## src/rtl/rpn_sequencer.sv

```systemverilog
// Handshaked command sequencer for the 4-bit RPN calculator datapath with stack occupancy tracking.
// Optional stack-clear command enabled by defining RPN_SEQ_CLR_EN.
module rpn_sequencer #(
  parameter int STACK_DEPTH = 32,
  parameter int DEPTH_W     = $clog2(STACK_DEPTH + 1)
) (
  input  logic               clk,
  input  logic               rst,
  input  logic               cmd_valid,
  input  logic               cmd_func,
  input  logic [1:0]         cmd_op,
  input  logic               cmd_clear,
  input  logic               clear_err,
  output logic               cmd_ready,
  output logic               reg1_en,
  output logic               reg2_en,
  output logic               stack_push,
  output logic               stack_pop,
  output logic               mux_sel,
  output logic [1:0]         alu_op,
  output logic               done,
  output logic               reject,
  output logic               err_ovf,
  output logic               err_unf,
  output logic [DEPTH_W-1:0] depth
);

  localparam logic [DEPTH_W-1:0] DEPTH_ZERO = DEPTH_W'(0);
  localparam logic [DEPTH_W-1:0] DEPTH_ONE  = DEPTH_W'(1);
  localparam logic [DEPTH_W-1:0] DEPTH_TWO  = DEPTH_W'(2);
  localparam logic [DEPTH_W-1:0] DEPTH_FULL = DEPTH_W'(STACK_DEPTH);

  typedef enum logic [2:0] {
    S_IDLE    = 3'd0,
    S_PUSH_IN = 3'd1,
    S_LOAD_A  = 3'd2,
    S_LOAD_B  = 3'd3,
    S_WRITE_R = 3'd4
`ifdef RPN_SEQ_CLR_EN
    ,
    S_CLEAR   = 3'd5
`endif
  } state_t;

  state_t             state_r;
  state_t             state_nxt_s;
  logic               accept_s;
  logic               ovf_set_s;
  logic               unf_set_s;
  logic               op_load_s;
  logic               done_nxt_s;
  logic [DEPTH_W-1:0] depth_nxt_s;

`ifndef RPN_SEQ_CLR_EN
  logic unused_clear_s;
  assign unused_clear_s = cmd_clear;
`endif

  assign accept_s = cmd_valid && (state_r == S_IDLE);

  // Next-state decode, command screening against stack occupancy
  always_comb begin
    state_nxt_s = state_r;
    ovf_set_s   = 1'b0;
    unf_set_s   = 1'b0;
    op_load_s   = 1'b0;
    case (state_r)
      S_IDLE: begin
        if (accept_s) begin
`ifdef RPN_SEQ_CLR_EN
          if (cmd_clear) begin
            state_nxt_s = S_CLEAR;
          end else
`endif
          if (!cmd_func) begin
            if (depth == DEPTH_FULL) begin
              ovf_set_s   = 1'b1;
              state_nxt_s = S_IDLE;
            end else begin
              state_nxt_s = S_PUSH_IN;
            end
          end else begin
            if (depth < DEPTH_TWO) begin
              unf_set_s   = 1'b1;
              state_nxt_s = S_IDLE;
            end else begin
              op_load_s   = 1'b1;
              state_nxt_s = S_LOAD_A;
            end
          end
        end else begin
          state_nxt_s = S_IDLE;
        end
      end
      S_PUSH_IN: state_nxt_s = S_IDLE;
      S_LOAD_A:  state_nxt_s = S_LOAD_B;
      S_LOAD_B:  state_nxt_s = S_WRITE_R;
      S_WRITE_R: state_nxt_s = S_IDLE;
`ifdef RPN_SEQ_CLR_EN
      // The final pop happens in the cycle where depth is still 1.
      S_CLEAR: begin
        if (depth <= DEPTH_ONE) begin
          state_nxt_s = S_IDLE;
        end else begin
          state_nxt_s = S_CLEAR;
        end
      end
`endif
      default: state_nxt_s = S_IDLE;
    endcase
  end

  // Moore strobe decode from the state register
  always_comb begin
    cmd_ready  = 1'b0;
    reg1_en    = 1'b0;
    reg2_en    = 1'b0;
    stack_push = 1'b0;
    stack_pop  = 1'b0;
    mux_sel    = 1'b0;
    case (state_r)
      S_IDLE:    cmd_ready = 1'b1;
      S_PUSH_IN: stack_push = 1'b1;
      S_LOAD_A: begin
        reg1_en   = 1'b1;
        stack_pop = 1'b1;
      end
      S_LOAD_B: begin
        reg2_en   = 1'b1;
        stack_pop = 1'b1;
      end
      S_WRITE_R: begin
        stack_push = 1'b1;
        mux_sel    = 1'b1;
      end
`ifdef RPN_SEQ_CLR_EN
      S_CLEAR:   stack_pop = (depth != DEPTH_ZERO);
`endif
      default: begin
        cmd_ready = 1'b0;
      end
    endcase
  end

  // Occupancy bookkeeping and completion detection, saturating at both ends
  always_comb begin
    depth_nxt_s = depth;
    done_nxt_s  = 1'b0;
    case (state_r)
      S_PUSH_IN, S_WRITE_R: begin
        done_nxt_s = 1'b1;
        if (depth != DEPTH_FULL) begin
          depth_nxt_s = depth + DEPTH_ONE;
        end else begin
          depth_nxt_s = depth;
        end
      end
      S_LOAD_A, S_LOAD_B: begin
        if (depth != DEPTH_ZERO) begin
          depth_nxt_s = depth - DEPTH_ONE;
        end else begin
          depth_nxt_s = depth;
        end
      end
`ifdef RPN_SEQ_CLR_EN
      S_CLEAR: begin
        done_nxt_s = (depth <= DEPTH_ONE);
        if (depth != DEPTH_ZERO) begin
          depth_nxt_s = depth - DEPTH_ONE;
        end else begin
          depth_nxt_s = depth;
        end
      end
`endif
      default: begin
        depth_nxt_s = depth;
        done_nxt_s  = 1'b0;
      end
    endcase
  end

  // State, occupancy, pulses, sticky flags and latched opcode
  always_ff @(posedge clk) begin
    if (rst) begin
      state_r <= S_IDLE;
      depth   <= DEPTH_ZERO;
      done    <= 1'b0;
      reject  <= 1'b0;
      err_ovf <= 1'b0;
      err_unf <= 1'b0;
      alu_op  <= 2'b00;
    end else begin
      state_r <= state_nxt_s;
      depth   <= depth_nxt_s;
      done    <= done_nxt_s;
      reject  <= ovf_set_s | unf_set_s;
      // Setting wins over a simultaneous clear.
      err_ovf <= ovf_set_s | (err_ovf & ~clear_err);
      err_unf <= unf_set_s | (err_unf & ~clear_err);
      if (op_load_s) begin
        alu_op <= cmd_op;
      end else begin
        alu_op <= alu_op;
      end
    end
  end

endmodule
```

## config.mk

```make
export PLATFORM = sky130hd
export DESIGN_NAME = rpn_sequencer
export DESIGN_NICKNAME = d
export VERILOG_FILES = /design/src/rtl/rpn_sequencer.sv
export SDC_FILE = /design/constraint.sdc
export NUM_CORES = 1
export LEC_CHECK = 0
export BUFFER_PORTS_ARGS = -buffer_cell sky130_fd_sc_hd__buf_2
export CORE_MARGIN = 2
export CORE_UTILIZATION = 52
export CTS_CLUSTER_DIAMETER = 150
export DETAILED_ROUTE_END_ITERATION = 12
export PLACE_DENSITY_LB_ADDON = 0.1
export RECOVER_POWER = 25
export REMOVE_ABC_BUFFERS = 1
export SYNTH_ARGS = -nofsm -noshare
export SYNTH_HDL_FRONTEND = slang
export SYNTH_SLANG_ARGS = --single-unit
```

## constraint.sdc

```tcl
create_clock -name clk -period 4.8 [get_ports clk]
set_input_delay 1.44 -clock clk [delete_from_list [all_inputs] [get_ports clk]]
set_output_delay 1.44 -clock clk [all_outputs]
set_load 0.02 [all_outputs]
```

==> After elaboration in Yosys (flattened, before gate mapping) <==
Cells that the tools add are included.
{ "op_classes": {"addsub": 2, "n_eq_ne": 8, "n_reduce_logical": 7, "muxes": 26, "magnitude_cmp": 1, "n_bitwise": 6} }
{ "op_table": {"columns": ["op", "count"], "rows": [
  ["1-bit 2-to-1 mux", 19],
  ["6-bit 2-to-1 mux", 2],
  ["6-bit case mux with 2 select lines", 1],
  ["3-bit case mux with 3 select lines", 1],
  ["6-bit by 1-bit adder with 6-bit output, second input constant", 1],
  ["3-bit by 2-bit equality test with 1-bit output, second input constant", 2],
  ["6-bit equality test, second input constant", 1],
  ["6-bit by 2-bit less-than comparator with 1-bit output, second input constant", 1],
  ["3-bit 2-to-1 mux", 2],
  ["6-bit inequality test, second input constant", 1],
  ["6-bit nonzero test", 1],
  ["6-bit by 1-bit subtractor with 6-bit output, second input constant", 1],
  ["2-bit by 1-bit inequality test with 1-bit output, second input constant", 2],
  ["2-bit OR reduction", 2],
  ["3-bit by 1-bit equality test with 1-bit output, second input constant", 1],
  ["3-bit equality test, second input constant", 1],
  ["3-bit logical NOT", 1],
  ["1-bit bitwise OR", 3],
  ["3-bit AND reduction", 1],
  ["1-bit AND", 2],
  ["2-bit 2-to-1 mux", 1],
  ["2-bit nonzero test", 1],
  ["1-bit logical AND", 1],
  ["1-bit inverter", 1]
]} }
{ "word_totals": {"regBits": 15, "wordCells": 57, "input_bits": 8, "output_inout_bits": 18} }

==> Longest topological paths before layout <==
{ "depth": {"word_depth": 6, "ltp_mapped": 9, "ltp_nobuf": 8} }

==> Worst setup path after synthesis <==
OpenSTA, ideal clock, no wires.
{ "synth_path": {"path_kind": "register to output", "startpoint": "reg state_r[2]", "endpoint": "out reg2_en", "t_arrival_ns": 1.182, "path_buffers": 1, "slack_ns": 2.178, "t_required_ns": 3.360, "stages_incl_launch_ff": 5, "path_cell_list": "dfxtp_1 > nand2b_1 > buf_4 > inv_1 > and2_1"} }
{ "synth_via": {"elab_chain_len": 2} }
{ "synth_lines": {"columns": ["element", "line_no", "rtl"], "rows": [
  ["start, declared", "45", "state_t state_r;"],
  ["start signal, assigned", "193", "state_r <= state_nxt_s;"],
  ["3-bit by 2-bit equality test with 1-bit output", "121", "case (state_r)"],
  ["1-bit 2-to-1 mux", "121", null],
  ["end, declared", "16", "output logic reg2_en,"]
]} }
No other way between the ends.

==> Final worst setup path <==
Same ends and word-level chain as after synthesis.

==> flow_summary.toml <==
[status]
outcome = "finished clean"

[cts]
clock_sinks = 15
cts-root-buf = "clkbuf_4"
cts_resized = 0
cts-hold-fix-buffers = 0
clock_latency_ps = 280
cts_tree = "built"
cts_max_level = 1
post-cts-setup-buffers = 0
numCtsBuffers = 3
cts_max_path_buffers = 2
clkTransAtPathRegs_ps = 90

[timing]
hold_violations = 0
rsz0062_at_grt = "no"
finalSetupViolCount = 0
tightest_slew_ps = 684.1
fmax_ghz = 0.3218
slew_viol_final = 0
holdWs_ps = 468.3
relSlewSlack = 0.5439
fin_setup_tns_ps = 0
layout_min_cycle_time_ps = 3107
finalClockSkew_ps = 3.631
fin_crit_sh = 0.6474

[synth]
ys_ff_latch = 15
synth_edf_count = 0
synth_area_leaders = "dfxtp_1, ha_1, mux2i_1"
async_flop_share = 0
syn_area_um2 = 828.3
ys_seq_area_frac = 0.3625
yosysTopAreaCell = "dfxtp_1"
synth.distinct_cells = 32
syn_inst = 87
yosys.area.top_type_share = 0.3625
synth_ff_type = "dfxtp_1"
syn_area_per_cell_um2 = 9.521
yosysWarnings = 0

[global_route]
grt_pass1_wl_mm = 2.711
use_met2 = 0.2941
grt_pass1_vias = 626
grt.overflow.total = 0
grt.met1_usage = 0.2519
antenna_found_initial = 0
met3_usage = 0.05000
grtUsageTotal = 0.1901
grt_max_degree = 17
busiest_layer = "met2"

[floorplanning]
die_width_um = 43.91
die_y_um = 43.91
num_rows = 14
coreArea_mm2 = 0.001506
dieArea_mm2 = 0.001928
ios = 26
start_util = 0.5498

[setup_path]
crit_path_start_kind = "register"
crit_type = "reg -> out"
worstPathArrival_ps = 1670
worstPathRequired_ps = 3360
cp-end-kind = "output port"
path_max_fanout = 8

[routing]
via_per_inst = 5.388
wirelength_mm = 1.570
ant_nets = 0
wl_per_cell_um = 12.17
drc = 0
drt_iter0_drc = 9
via_count = 695
dr.pass1.iters = 4

[run]
drv_cap = 0

[layout]
layout_common_cells = "buf_2, dfxtp_1, nor2_1"
fin_util = 0.6520
nets = 127
drive_gt1_frac = 0.2920
fin_cells = 129
final_common_cell = "buf_2"
area_growth_pct = 18.58
diodes = 0
fillers = 129

[power]
power.leakage_nw = 0.4833
ir_drop_mv = 0.1934
totalPowerFinal_mw = 0.2497
p_per_area_mw_per_mm2 = 254.2

[placed_design]
io_buffers = 24
gp_congestion = 0.7799
dpl.hpwl_mm = 1.162
dp.cells = 125

[hold_path]
hp-class = "reg -> reg"
area by class of cell:
cell class,instances,area (um2),area share
inverters,1,3.754,0.003822
flip-flops and latches,15,300.3,0.3057
multi-input cells,69,513.0,0.5223
clock buffers,4,26.28,0.02675
well taps,16,20.02,0.02038
repair buffers,24,118.9,0.1210
registers in the layout (all words and copies together), names as in the netlist:
signal and cells:
alu_op 2, depth 6, done 1, err_ovf 1, err_unf 1, reject 1
state_r 3
routing by layer:
layer,share of wire,up-vias
li1,-,373
met1,0.52,302
met2,0.43,18
met3,0.043,2
met4,0.0064,0
met5,0,-
synth_stat cells (2+ instances only):
cell type  number
xnor2_1         3
a21oi_1         5
o21ai_0         2
a21o_1          2
nand2_1         2
and2_1          2
nand4_1         2
dfxtp_1        15
nor2b_1         3
nand2b_1        4
nor4_1          2
nor3_1          3
a211oi_1        4
mux2i_1         5
ha_1            4
nor2_1         13
through the flow:
stage	setup slack [ps]	area [um2]
2_1_floorplan	2169	817.0
3_3_place_gp	2045	957.2
3_5_place_dp	2016	957.2
4_1_cts	1701	983.4
5_1_grt	1554	982.2
6_report	1693	982.2
logic make-up (layout without fill, tap and decap cells):
group / Yosys count / in the layout / synth area share
xor+xnor: 3 / 3 / 0.03173
compound gates: 18 / 18 / 0.1798
fa+ha+maj: 5 / 5 / 0.08460
buf+inv: 3 / 29 / 0.01812
flops: 15 / 15 / 0.3625
mux: 6 / 6 / 0.07855
simple gates: 37 / 37 / 0.2447
path summary, 6_finish.rpt:
| check | cells past startpoint | slack (ps) | startpoint | end |
|---|---|---|---|---|
| max | 4 | 1690 | state_r[2] | reg2_en |
| min | 2 | 470 | err_unf | err_unf |
| max reg2reg | 8 | 2170 | state_r[2] | depth[5] |
| min reg2reg | 2 | 470 | err_unf | err_unf |
report_power, final:
group	internal (mW)	leakage, nW	switching (mW)
sequential	0.129	0.122	0.00486
combinational	0.0187	0.347	0.0258
clock	0.0322	0.0150	0.0394
worst max-delay path, stage by stage (launching register included):
cell      delay, ps
dfxtp_1         430
nand2b_1        340
inv_1           240
and2_1          220
buf_2           150
Power figures use the tool's default switching activity.
